[config.mk]
export PLATFORM = sky130hd
export DESIGN_NAME = alu_rs
export DESIGN_NICKNAME = d
export VERILOG_FILES = /design/src/rtl/tomasulo_pkg.sv /design/src/rtl/alu_rs_age_select.sv /design/src/rtl/alu_rs.sv
export SDC_FILE = /design/constraint.sdc
export NUM_CORES = 1
export LEC_CHECK = 0
export ABC_CLOCK_PERIOD_IN_PS = 8150
export BUFFER_PORTS_ARGS = -buffer_cell sky130_fd_sc_hd__buf_2
export CAP_MARGIN = 20
export CORE_MARGIN = 5
export CORE_UTILIZATION = 50
export CTS_CLUSTER_SIZE = 12
export DETAILED_ROUTE_END_ITERATION = 6
export HOLD_SLACK_MARGIN = 0.1
export MAX_ROUTING_LAYER = met4
export PLACE_DENSITY = 0.76
export SLEW_MARGIN = 0
export SYNTH_ARGS = -nofsm -noshare
export SYNTH_HDL_FRONTEND = slang
export SYNTH_SLANG_ARGS = --single-unit
[constraint.sdc]
create_clock -name clk -period 8.15 [get_ports clk]
set_input_delay 0.815 -clock clk [delete_from_list [all_inputs] [get_ports clk]]
set_output_delay 0.815 -clock clk [all_outputs]
set_load 0.01 [all_outputs]
[src/rtl/tomasulo_pkg.sv]
`default_nettype none
// +--------------------------------------------------------------------+
// | Package    : tomasulo_pkg                                          |
// | Description: Shared types and defaults for the ALU reservation     |
// |              station (opcodes, default widths, entry record).      |
// | Revision   : 1.0 - initial release                                 |
// +--------------------------------------------------------------------+
package tomasulo_pkg;

   localparam int XLEN_DEFAULT  = 32;
   localparam int TAG_W_DEFAULT = 4;

   typedef enum logic [3:0] {
      ALU_ADD = 4'b0000,
      ALU_SUB = 4'b0001,
      ALU_AND = 4'b0010,
      ALU_OR  = 4'b0011,
      ALU_XOR = 4'b0100,
      ALU_SLL = 4'b0101,
      ALU_SRL = 4'b0110,
      ALU_SLT = 4'b0111
   } alu_op_e;

   typedef struct packed {
      logic                     valid;
      alu_op_e                  op;
      logic [XLEN_DEFAULT-1:0]  vj;
      logic [XLEN_DEFAULT-1:0]  vk;
      logic [TAG_W_DEFAULT-1:0] qj;
      logic [TAG_W_DEFAULT-1:0] qk;
      logic                     qj_pend;
      logic                     qk_pend;
      logic [TAG_W_DEFAULT-1:0] dest;
   } rs_entry_t;

endpackage : tomasulo_pkg
`default_nettype wire

[src/rtl/alu_rs_age_select.sv]
`default_nettype none
// +--------------------------------------------------------------------+
// | Module     : alu_rs_age_select                                     |
// | Description: Age matrix for the reservation station. Tracks the    |
// |              relative order of live entries and grants the oldest  |
// |              eligible one (one-hot).                               |
// | Revision   : 1.0 - initial release                                 |
// +--------------------------------------------------------------------+
module alu_rs_age_select import tomasulo_pkg::*; #(
   parameter int NUM_ENTRIES = 4
) (
   input  logic                   clk,
   input  logic                   rst_n,
   input  logic                   i_flush,
   input  logic [NUM_ENTRIES-1:0] i_issue_oh,
   input  logic [NUM_ENTRIES-1:0] i_free_oh,
   input  logic [NUM_ENTRIES-1:0] i_valid,
   input  logic [NUM_ENTRIES-1:0] i_elig,
   output logic [NUM_ENTRIES-1:0] o_grant
);

   // r_age[i][j] set means entry i is older than entry j
   logic [NUM_ENTRIES-1:0] r_age [NUM_ENTRIES];

   // Maintain the matrix: freed rows/columns clear, a new entry is younger than every live one
   always_ff @(posedge clk) begin
      if (!rst_n || i_flush) begin
         for (int i = 0; i < NUM_ENTRIES; i++) r_age[i] <= '0;
      end else begin
         for (int i = 0; i < NUM_ENTRIES; i++) begin
            for (int j = 0; j < NUM_ENTRIES; j++) begin
               if (i_free_oh[i] || i_free_oh[j])
                  r_age[i][j] <= 1'b0;
               else if (i_issue_oh[i])
                  r_age[i][j] <= 1'b0;
               else if (i_issue_oh[j])
                  r_age[i][j] <= i_valid[i];
            end
         end
      end
   end

   // An eligible entry wins when no other eligible entry is older than it
   always_comb begin
      o_grant = i_elig;
      for (int i = 0; i < NUM_ENTRIES; i++) begin
         for (int j = 0; j < NUM_ENTRIES; j++) begin
            if (j != i && i_elig[j] && r_age[j][i]) o_grant[i] = 1'b0;
         end
      end
   end

endmodule : alu_rs_age_select
`default_nettype wire

[src/rtl/alu_rs.sv]
`default_nettype none
// +--------------------------------------------------------------------+
// | Module     : alu_rs                                                |
// | Description: Reservation station in front of the integer ALU.     |
// |              Buffers issued ops, snoops the CDB for operands,      |
// |              dispatches the oldest ready op and holds the result   |
// |              in a valid/ready output register.                     |
// |              Optional macro ALU_RS_PERF_CNT_EN adds perf counters. |
// | Revision   : 1.0 - initial release                                 |
// +--------------------------------------------------------------------+
module alu_rs import tomasulo_pkg::*; #(
   parameter int NUM_ENTRIES = 4,
   parameter int TAG_W       = TAG_W_DEFAULT,
   parameter int XLEN        = XLEN_DEFAULT
) (
   input  logic                               clk,
   input  logic                               rst_n,
   input  logic                               flush,
   input  logic                               issue_valid,
   output logic                               issue_ready,
   input  logic [3:0]                         issue_op,
   input  logic [XLEN-1:0]                    issue_vj,
   input  logic [TAG_W-1:0]                   issue_qj,
   input  logic                               issue_qj_pend,
   input  logic [XLEN-1:0]                    issue_vk,
   input  logic [TAG_W-1:0]                   issue_qk,
   input  logic                               issue_qk_pend,
   input  logic [TAG_W-1:0]                   issue_dest,
   input  logic                               cdb_valid,
   input  logic [TAG_W-1:0]                   cdb_tag,
   input  logic [XLEN-1:0]                    cdb_data,
   output logic [XLEN-1:0]                    alu_a,
   output logic [XLEN-1:0]                    alu_b,
   output logic [3:0]                         alu_op,
   input  logic [XLEN-1:0]                    alu_result,
   output logic                               res_valid,
   input  logic                               res_ready,
   output logic [TAG_W-1:0]                   res_tag,
   output logic [XLEN-1:0]                    res_data,
   output logic [$clog2(NUM_ENTRIES+1)-1:0]   occupancy
`ifdef ALU_RS_PERF_CNT_EN
  ,output logic [31:0]                        perf_dispatch,
   output logic [31:0]                        perf_stall
`endif
);

   localparam int IDX_W = (NUM_ENTRIES > 1) ? $clog2(NUM_ENTRIES) : 1;
   localparam int OCC_W = $clog2(NUM_ENTRIES+1);

   logic [NUM_ENTRIES-1:0] r_valid;
   logic [NUM_ENTRIES-1:0] r_qj_pend;
   logic [NUM_ENTRIES-1:0] r_qk_pend;
   alu_op_e                r_op   [NUM_ENTRIES];
   logic [XLEN-1:0]        r_vj   [NUM_ENTRIES];
   logic [XLEN-1:0]        r_vk   [NUM_ENTRIES];
   logic [TAG_W-1:0]       r_qj   [NUM_ENTRIES];
   logic [TAG_W-1:0]       r_qk   [NUM_ENTRIES];
   logic [TAG_W-1:0]       r_dest [NUM_ENTRIES];

   logic                   r_res_valid;
   logic [TAG_W-1:0]       r_res_tag;
   logic [XLEN-1:0]        r_res_data;

   logic [NUM_ENTRIES-1:0] w_free_oh;
   logic [NUM_ENTRIES-1:0] w_alloc_oh;
   logic [NUM_ENTRIES-1:0] w_elig;
   logic [NUM_ENTRIES-1:0] w_grant;
   logic [NUM_ENTRIES-1:0] w_free_dispatch;
   logic [IDX_W-1:0]       w_sel_idx;
   logic [OCC_W-1:0]       w_occ;
   logic                   w_issue_fire;
   logic                   w_any_sel;
   logic                   w_dispatch;
   logic                   w_iss_qj_hit;
   logic                   w_iss_qk_hit;

   assign issue_ready     = ~&r_valid;
   assign w_issue_fire    = issue_valid & issue_ready;
   assign w_alloc_oh      = w_free_oh & {NUM_ENTRIES{w_issue_fire}};
   assign w_elig          = r_valid & ~r_qj_pend & ~r_qk_pend;
   assign w_any_sel       = |w_elig;
   assign w_dispatch      = w_any_sel & (~r_res_valid | res_ready);
   assign w_free_dispatch = w_grant & {NUM_ENTRIES{w_dispatch}};
   assign w_iss_qj_hit    = issue_qj_pend & cdb_valid & (cdb_tag == issue_qj);
   assign w_iss_qk_hit    = issue_qk_pend & cdb_valid & (cdb_tag == issue_qk);

   // Lowest-index free slot receives the next issue
   always_comb begin
      w_free_oh = '0;
      for (int i = NUM_ENTRIES-1; i >= 0; i--) begin
         if (!r_valid[i]) begin
            w_free_oh    = '0;
            w_free_oh[i] = 1'b1;
         end
      end
   end

   // Encode the one-hot grant into an index for the operand mux
   always_comb begin
      w_sel_idx = '0;
      for (int i = 0; i < NUM_ENTRIES; i++) begin
         if (w_grant[i]) w_sel_idx = IDX_W'(i);
      end
   end

   // Count live entries
   always_comb begin
      w_occ = '0;
      for (int i = 0; i < NUM_ENTRIES; i++) w_occ = w_occ + OCC_W'(r_valid[i]);
   end

   assign occupancy = w_occ;
   assign alu_a     = w_any_sel ? r_vj[w_sel_idx] : '0;
   assign alu_b     = w_any_sel ? r_vk[w_sel_idx] : '0;
   assign alu_op    = w_any_sel ? r_op[w_sel_idx] : 4'b0000;
   assign res_valid = r_res_valid;
   assign res_tag   = r_res_tag;
   assign res_data  = r_res_data;

   alu_rs_age_select #(
      .NUM_ENTRIES (NUM_ENTRIES)
   ) u_age_select (
      .clk        (clk),
      .rst_n      (rst_n),
      .i_flush    (flush),
      .i_issue_oh (w_alloc_oh),
      .i_free_oh  (w_free_dispatch),
      .i_valid    (r_valid),
      .i_elig     (w_elig),
      .o_grant    (w_grant)
   );

   // Entry storage: free on dispatch, fill on issue (with same-cycle CDB capture), wake on CDB match
   always_ff @(posedge clk) begin
      if (!rst_n) begin
         r_valid   <= '0;
         r_qj_pend <= '0;
         r_qk_pend <= '0;
      end else if (flush) begin
         r_valid <= '0;
      end else begin
         for (int i = 0; i < NUM_ENTRIES; i++) begin
            if (w_free_dispatch[i]) begin
               r_valid[i] <= 1'b0;
            end else if (w_alloc_oh[i]) begin
               r_valid[i]   <= 1'b1;
               r_op[i]      <= alu_op_e'(issue_op);
               r_qj[i]      <= issue_qj;
               r_qk[i]      <= issue_qk;
               r_dest[i]    <= issue_dest;
               r_vj[i]      <= w_iss_qj_hit ? cdb_data : issue_vj;
               r_vk[i]      <= w_iss_qk_hit ? cdb_data : issue_vk;
               r_qj_pend[i] <= issue_qj_pend & ~w_iss_qj_hit;
               r_qk_pend[i] <= issue_qk_pend & ~w_iss_qk_hit;
            end else if (r_valid[i] && cdb_valid) begin
               if (r_qj_pend[i] && cdb_tag == r_qj[i]) begin
                  r_vj[i]      <= cdb_data;
                  r_qj_pend[i] <= 1'b0;
               end
               if (r_qk_pend[i] && cdb_tag == r_qk[i]) begin
                  r_vk[i]      <= cdb_data;
                  r_qk_pend[i] <= 1'b0;
               end
            end
         end
      end
   end

   // Result register: load on dispatch, hold under backpressure, drop once accepted
   always_ff @(posedge clk) begin
      if (!rst_n) begin
         r_res_valid <= 1'b0;
         r_res_tag   <= '0;
         r_res_data  <= '0;
      end else if (flush) begin
         r_res_valid <= 1'b0;
      end else if (w_dispatch) begin
         r_res_valid <= 1'b1;
         r_res_tag   <= r_dest[w_sel_idx];
         r_res_data  <= alu_result;
      end else if (r_res_valid && res_ready) begin
         r_res_valid <= 1'b0;
      end
   end

`ifdef ALU_RS_PERF_CNT_EN
   logic [31:0] r_perf_dispatch;
   logic [31:0] r_perf_stall;

   // Free-running event counters; flush does not clear them
   always_ff @(posedge clk) begin
      if (!rst_n) begin
         r_perf_dispatch <= '0;
         r_perf_stall    <= '0;
      end else begin
         if (w_dispatch && !flush)
            r_perf_dispatch <= r_perf_dispatch + 32'd1;
         if (w_any_sel && r_res_valid && !res_ready)
            r_perf_stall <= r_perf_stall + 32'd1;
      end
   end

   assign perf_dispatch = r_perf_dispatch;
   assign perf_stall    = r_perf_stall;
`endif

endmodule : alu_rs
`default_nettype wire

==> results of run 1 <==
## per-layer routing
layer  vias to the layer above  share of wire  global-route usage
li1                       5768              -                   -
met1                      6329           0.41               0.322
met2                       571           0.49               0.399
met3                        68          0.078              0.0493
met4                         0          0.025              0.0801
met5                         -              0                   -
## worst paths after layout
kind                              startpoint            to  slack (ns)  cells after the start
worst max-delay path              r_valid[0]     alu_a[29]        3.37                      7
worst min-delay path            res_data[26]  res_data[26]        0.46                      2
worst max register to register    r_valid[1]   r_vj[1][19]        4.29                      5
worst min register to register  res_data[26]  res_data[26]        0.46                      2
## power groups by stage
stage / Combinational, W / Sequential [W] / Clock, W
final: 0.000310 / 0.00216 / 0.00176
after global routing: 0.000335 / 0.00216 / 0.00187
after CTS: 0.000308 / 0.00216 / 0.00179
after detailed placement: 0.000306 / 0.00220 / 0
after global placement: 0.000297 / 0.00220 / 0
after floorplan: 0.000170 / 0.00220 / 0
## cell type report
type	count	area (µm²)
fill	2881	15000
antenna	13	32.5
sequential	381	11000
clock buffer	57	1150
clock inverter	15	119
tap	468	586
inverter	12	45.0
multi-input combinational	920	6980
timing repair buffer	281	1510
## state kept, by name, summed over array words and instances, names as in the netlist, 12 cells and up
| register | count |
|---|---|
| r_op | 16 |
| res_data | 32 |
| u_age_select.r_age | 12 |
| r_qk | 16 |
| r_dest | 16 |
| r_vk | 128 |
| r_qj | 16 |
| r_vj | 128 |
## critical path, cell delays in order, from the launching register on
cell and delay [ns]:
dfxtp_1 0.61, nor3b_1 0.57, a2111oi_4 0.15, buf_4 0.45, nor2_4 0.40, buf_4 0.61
a32o_1 0.36, buf_2 0.16
## through the flow
| step | instance area (µm²) | util | instances | worst slack, ns |
|---|---|---|---|---|
| global route | 21400 | 0.588 | 2147 | 3.17 |
| global placement | 20000 | 0.550 | 2058 | 3.73 |
| detailed placement | 20000 | 0.550 | 2058 | 3.72 |
| floorplan | 18300 | - | 1408 | 3.87 |
| CTS | 21200 | 0.585 | 2130 | 3.38 |
| finish | 21400 | 0.588 | 2147 | 3.37 |
## cells by family after synthesis
family                     synth area share
AOI/OAI and AO/OA                    0.0778
xor gates and xnor gates             0.0177
adders and majority gates           0.00383
buffers and inverters                0.0248
DFF                                   0.599
muxes                                 0.158
and+or+nand+nor                       0.120
## cell usage in the layout, fill, tap and decap left out, types with 5 or more instances in the layout
cell,count
nor3_1,7
clkbuf_16,43
nand3_1,88
nand2_1,218
xnor2_1,10
buf_4,13
dfxtp_1,49
diode_2,13
xor2_1,27
nand4_1,6
a21oi_1,19
clkinv_1,6
inv_1,12
buf_2,264
edfxtp_1,332
nand2_2,7
a32o_1,76
nor2_1,20
mux2_1,5
nand2b_1,74
mux2_2,251
o21ai_0,11
clkbuf_1,12
a21boi_0,32
clkinv_2,6
==> flow_summary.yaml, run 1 <==
status:
  status: "finished clean"
grt:
  gr-total-overflow: 0
  grt_max_degree: 82
  antenna_found_initial: 13
  grt_pass1_wl_mm: 77.1
  grt_pass1_vias: 13000
  grt_usage: 0.249
synth:
  synthCells: 1408
  yosys_warnings: 0
  yosys-top-cells-count: "edfxtp_1 (332), mux2_2 (251), nand2_1 (225)"
  syn_area_mm2: 0.0183
  syn_avg_cell_area_um2: 13.0
  ys_ff_latch: 381
  ys_async_sr_fraction: 0
  seq_area_frac_synth: 0.599
  yosysTopAreaCellShare: 0.545
  synthTopCellsByArea: "edfxtp_1 (55%), mux2_2 (15%), dfxtp_1 (5.4%)"
  syn-num-nets: 1569
  ys_types: 52
  synth_most_common_cell: "edfxtp_1"
  synth_edf_count: 332
  synth_top_area_cell: "edfxtp_1"
  ys_dominant_reg_cell: "edfxtp_1"
clocking:
  cts_buffer_depth: 3
  htreeDepth: 2
  cts_buffers: 41
  cts-root-buf: "clkbuf_16"
  path_clk_slew_ns: 0.06
  hold_buffers: 0
  clock_latency_ns: 0.55
  cts_num_sinks: 381
  cts_setup_buffers: 0
  tritoncts: "built"
  postCtsResizedCells: 0
power_and_ir_drop:
  p_per_area_mw_per_mm2: 198
  p_leak_nw: 7.89
  clockPowerShare: 0.417
  swShare: 0.219
  intPower_w: 0.00331
  power.total_w: 0.00423
  p_seq_frac: 0.510
  peakVddDrop_mv: 0.161
  pwr-share-comb: 0.073
  switchingPower_w: 0.000926
floorplanning:
  design.core.area_mm2: 0.0363
  boundaryPins: 265
  die_y_um: 201
  rows: 70
  initial_core_util: 0.503
  die_x_um: 201
  dieArea_mm2: 0.0405
detailed_routing:
  first_iter_violations: 1064
  antenna_left: 0
  vias: 12700
  viasPerCell: 5.93
  wl_per_cell_um: 23.4
  drcViolationCount: 0
  routed_wl_mm: 50.3
  drt-pass1-iter-count: 6
timing:
  hold_viol: 0
  clock_skew_ns: 0.0227
  slew_violations: 0
  fin_setup_tns_ns: 0
  setup_viol: 0
  post-route-period-util: 0.587
  worstMarginPinSlew_ns: 1.09
  fin_hold_ws_ns: 0.460
  rsz0062_at_grt: "no"
  relSlewSlack: 0.271
  fin_crit_ns: 4.78
  timing.fmax_ghz: 0.209
worst_setup_path:
  critPathKind: "register to primary output"
  crit_path_start_kind: "register"
  crit_fanout: 81
  end_kind: "primary output"
  crit_required_ns: 7.34
  crit_arrival_ns: 3.97
place:
  dp_hpwl_mm: 31.3
  port-buffer-count: 264
  gp_congestion: 0.863
hold_path:
  hold_path_class: "register to register"
layout:
  drive_above_1_share: 0.366
  syn_to_final_growth_pct: 16.8
  layout.nets: 1798
run:
  drv_cap: 0
Power figures use the tool's default switching activity.
==> run 2, diff against run 1 <==
ABC_CLOCK_PERIOD_IN_PS = 4300   (was 8150)
PLACE_DENSITY = 0.79   (was 0.76)
clock period = 4.3 ns   (was 8.15 ns; I/O delays follow)
==> run 2 against run 1 <==
Compared with the run above: clock power increased by 86%; highest routed layer unchanged; via count increased by 1.3%; critical path depth unchanged; cell count increased by 1.3%; critical endpoint is now alu_b[31].
==> flow_summary.yaml, run 2 (synthesis gave the netlist of run 1 again) <==
hold_path:
  holdPathStages: 3
  hold_path_class: "input pin to register"
clocking:
  path_clk_slew_ns: 0.06
  cts-root-buf: "clkbuf_16"
  clock_latency_ns: 0.57
  hold_buffers: 14
  tritoncts: "built"
  cts_setup_buffers: 0
  cts_buffers: 41
  cts_num_sinks: 381
  htreeDepth: 2
  postCtsResizedCells: 0
  cts_buffer_depth: 3
worst_setup_path:
  crit_required_ns: 3.87
  cpPeakStageDelay_ns: 0.63
  critPathKind: "register to primary output"
  crit_chain: "nor3b_1 > and4_4 > buf_4 > nand2_1 > nand3_1 > a32o_1 > buf_2"
  crit_fanout: 50
  reg2reg_depth: 5
  crit_slowest_cell: "buf_4"
  crit_arrival_ns: 3.55
  crit_path_start_kind: "register"
  end_kind: "primary output"
floorplanning:
  boundaryPins: 265
  initial_core_util: 0.503
  dieArea_mm2: 0.0405
  die_y_um: 201
  rows: 70
  die_x_um: 201
  design.core.area_mm2: 0.0363
timing:
  setup_viol: 0
  clock_skew_ns: 0.0379
  relSlewSlack: 0.297
  rsz0062_at_grt: "no"
  post-route-period-util: 0.925
  hold_viol: 0
  fin_setup_tns_ns: 0
  fin_ws_ns: 0.322
  slew_violations: 0
  timing.fmax_ghz: 0.251
  fin_hold_ws_ns: 0.132
  fin_crit_ns: 3.98
  worstMarginPinSlew_ns: 1.05
power_and_ir_drop:
  p_per_area_mw_per_mm2: 369
  peakVddDrop_mv: 0.318
  p_leak_nw: 7.97
grt:
  grt_pass1_wl_mm: 77.1
  grt_usage: 0.250
  grt_max_degree: 81
  grt_pass1_vias: 13200
  antenna_found_initial: 17
  gr-total-overflow: 0
layout:
  syn_to_final_growth_pct: 17.8
  layout_commonest_cell: "edfxtp_1"
  final_cell_mix: "edfxtp_1 (332), buf_2 (264), mux2_2 (251), nand2_1 (218), nand3_1 (88)"
  fin_util: 0.593
  final_area_mm2: 0.0216
  drive_above_1_share: 0.364
  layout.nets: 1822
place:
  port-buffer-count: 264
  dp_slack_ns: 0.964
  place_area_mm2: 0.0201
  dp_hpwl_mm: 31.5
  gp_congestion: 0.906
status:
  status: "finished clean"
detailed_routing:
  wl_per_cell_um: 23.4
  vias: 12900
  drcViolationCount: 0
  first_iter_violations: 1039
  drt-pass1-iter-count: 5
  routed_wl_mm: 50.9
  antenna_left: 0
  viasPerCell: 5.93
run:
  drv_cap: 0
run 2: changes by cell type in the layout (fill, tap and decap cells not counted), sizes merged:
cell,before,now
buf,281,291
dlygate4sd3,0,14
diode,13,18
clkinvlp,0,2
clkinv,13,9
inv,13,14
run 2: metrics by stage:
stage,total power [W],cells
floorplan,0.00449,1408
global placement,0.00472,2070
detailed placement,0.00475,2070
CTS,0.00801,2155
global route,0.00822,2174
finish,0.00796,2175
run 2: cell type report:
type / instances / area (µm²)
fill: 2823 / 14800
timing repair buffer: 305 / 1740
tap: 468 / 586
inverter: 12 / 45.0
multi-input combinational: 920 / 6980
clock inverter: 14 / 97.6
clock buffer: 57 / 1110
antenna: 18 / 45.0
sequential: 381 / 11000
run 2: power breakdown:
part | switching, W | leakage, nW | internal [W] | total [W]
registers | 0.0000193 | 3.42 | 0.00407 | 0.00409
clock network | 0.00142 | 0.578 | 0.00186 | 0.00327
logic | 0.000325 | 3.97 | 0.000275 | 0.000600
run 2: path summary, 6_finish.rpt:
check / slack (ns) / to / from
setup / recovery: 0.32 / alu_b[31] / r_valid[1]
hold / removal: 0.13 / res_data[8] / alu_result[8]
setup reg to reg: 0.96 / r_vj[1][25] / r_valid[2]
hold reg to reg: 0.46 / res_data[18] / res_data[18]
run 2: critical path: cells and delay by family (launching register included):
family,cells,cell delay (ns)
AO/OA/AOI/OAI,1,0.24
AND/OR/NAND/NOR,4,1.36
buffers and inverters,2,0.80
flip-flops,1,0.56
run 2: routing by layer:
| metal | GRT usage | share of wire | vias to the layer above |
|---|---|---|---|
| met5 | - | 0 | - |
| met4 | 0.0894 | 0.028 | 0 |
| met1 | 0.306 | 0.39 | 6399 |
| li1 | - | - | 5830 |
| met2 | 0.415 | 0.50 | 586 |
| met3 | 0.0535 | 0.084 | 88 |
==> run 3, diff against run 2 <==
RECOVER_POWER = 50   (was unset)
==> run 3 against run 2 <==
Compared with the run above: the run now ends with max-capacitance violations, max-slew violations left; sequential power about the same; first-iteration DRC count grew 6.4%; largest cell class unchanged; combinational power down 1%; maximum frequency shrank 1.8%; clock power barely moved.
==> flow_summary.yaml, run 3 (synthesis gave the netlist of run 1 again) <==
grt:
  grt_pass1_vias: 13200
  gr-total-overflow: 0
  antenna_found_initial: 17
  grt_usage: 0.250
  grt_max_degree: 81
  grt_pass1_wl_mm: 77.1
worst_setup_path:
  r2r_setup_slack_ns: 0.75
  end_kind: "primary output"
  critPathKind: "register to primary output"
  crit_fanout: 80
  r2r_end: "r_vk[0][23]"
  crit_arrival_ns: 3.62
  reg2reg_from: "r_valid[0]"
  reg2reg_depth: 4
  crit_path_start_kind: "register"
  crit_required_ns: 3.87
layout:
  final_cell_mix: "edfxtp_1 (332), mux2_2 (251), nand2_1 (220), buf_2 (210), nand3_1 (88)"
  n_fill_cell: 2874
  seq_area_mm2: 0.0110
  layout_commonest_cell: "edfxtp_1"
  syn_to_final_growth_pct: 16.9
  multiInputGateArea_mm2: 0.00692
  fin_cells: 2175
  layout.nets: 1822
  drive_above_1_share: 0.324
floorplanning:
  die_x_um: 201
  rows: 70
  boundaryPins: 265
  die_y_um: 201
  dieArea_mm2: 0.0405
  initial_core_util: 0.503
  design.core.area_mm2: 0.0363
timing:
  fin_crit_ns: 4.05
  fin_setup_tns_ns: 0
  post-route-period-util: 0.942
  setup_viol: 0
  clock_skew_ns: 0.0365
  hold_viol: 0
  relSlewSlack: -0.530
  worstMarginPinSlew_ns: 2.29
  timing.fmax_ghz: 0.247
  slew_violations: 121
  rsz0062_at_grt: "no"
detailed_routing:
  antenna_left: 0
  wl_per_cell_um: 23.5
  vias: 12900
  viasPerCell: 5.92
  drcViolationCount: 0
  routed_wl_mm: 51.0
  drt-pass1-iter-count: 7
  first_iter_violations: 1105
place:
  gp_congestion: 0.906
  port-buffer-count: 264
  dp_hpwl_mm: 31.5
  dp_cells: 2070
clocking:
  path_clk_slew_ns: 0.06
  tritoncts: "built"
  cts_buffers: 41
  postCtsResizedCells: 0
  cts-root-buf: "clkbuf_16"
  cts_num_sinks: 381
  cts_buffer_depth: 3
  cts_setup_buffers: 0
  htreeDepth: 2
  clock_latency_ns: 0.57
status:
  violations: "max-capacitance violations, max-slew violations"
  status: "finished with violations"
hold_path:
  hold_path_class: "input pin to register"
  worstHoldStart: "alu_result[8]"
  holdPathStages: 3
  min_to: "res_data[8]"
power_and_ir_drop:
  p_leak_nw: 7.72
  peakVddDrop_mv: 0.320
  p_per_area_mw_per_mm2: 372
run:
  drv_cap: 4
-- run 3: changes by cell type in the layout (fill, tap and decap cells not counted), moves of 2 or more --
| cell | previous run | this run |
|---|---|---|
| nor3_2 | 2 | 0 |
| a21boi_4 | 2 | 0 |
| nand2_1 | 218 | 220 |
| buf_2 | 264 | 210 |
| clkbuf_2 | 1 | 4 |
| nor3_1 | 7 | 9 |
| buf_4 | 22 | 16 |
| nand2_2 | 7 | 5 |
| clkbuf_1 | 14 | 72 |
-- run 3: where the power goes --
group / internal (W) / switching [W]
Combinational: 0.000267 / 0.000324
Clock: 0.00186 / 0.00142
Sequential: 0.00407 / 0.0000194
Total: 0.00620 / 0.00176
-- run 3: per-layer routing --
layer / wire (µm) / share of wire / vias to the layer above / track usage
met5: 0 / 0 / - / -
met4: 1490 / 0.029 / 0 / 0.0894
met3: 4490 / 0.088 / 96 / 0.0535
met2: 25300 / 0.50 / 597 / 0.415
met1: 19800 / 0.39 / 6349 / 0.306
li1: - / - / 5829 / -
-- run 3: area by class of cell --
class,instances,area share
clock buffer,57,0.0518
tap,468,0.0274
inverter,12,0.00211
sequential,381,0.512
clock inverter,14,0.00456
timing repair buffer,305,0.0763
antenna,18,0.00211
multi-input combinational,920,0.324
-- run 3: worst max-delay path by stage --
stage / to / slack [ns] / from / cells after the start
after floorplan: r_vj[0][0] / 0.35 / r_valid[3] / 5
after global placement: r_vj[1][16] / 0.96 / r_valid[2] / 5
final: alu_a[28] / 0.25 / r_valid[3] / 5
after detailed placement: alu_b[31] / 0.96 / r_valid[1] / 7
after CTS: alu_b[31] / 0.35 / r_valid[1] / 7
after global routing: alu_a[29] / 0.13 / r_valid[3] / 5
-- run 3: metrics by stage --
step	setup WS, ns	hold WS (ns)	utilization	area [µm²]	power, W
detailed placement	0.964	0.458	0.553	20100	0.00475
CTS	0.350	0.101	0.590	21500	0.00801
finish	0.251	0.133	0.588	21400	0.00796
floorplan	0.353	0.488	-	18300	0.00449
global placement	0.958	0.448	0.553	20100	0.00472
global route	0.131	0.132	0.588	21400	0.00821
-- run 3: worst max-delay path: stages, from the launching register on --
cell	delay, ns
dfxtp_1	0.51
or3b_1	0.40
a2111oi_0	1.15
buf_12	0.50
a32o_1	0.29
buf_2	0.17
-- run 3: repair_timing --
item                       4_1_cts  5_1_grt
hold endpoints to repair        41        0
hold buffers                    14        0
setup endpoints to repair        0        0
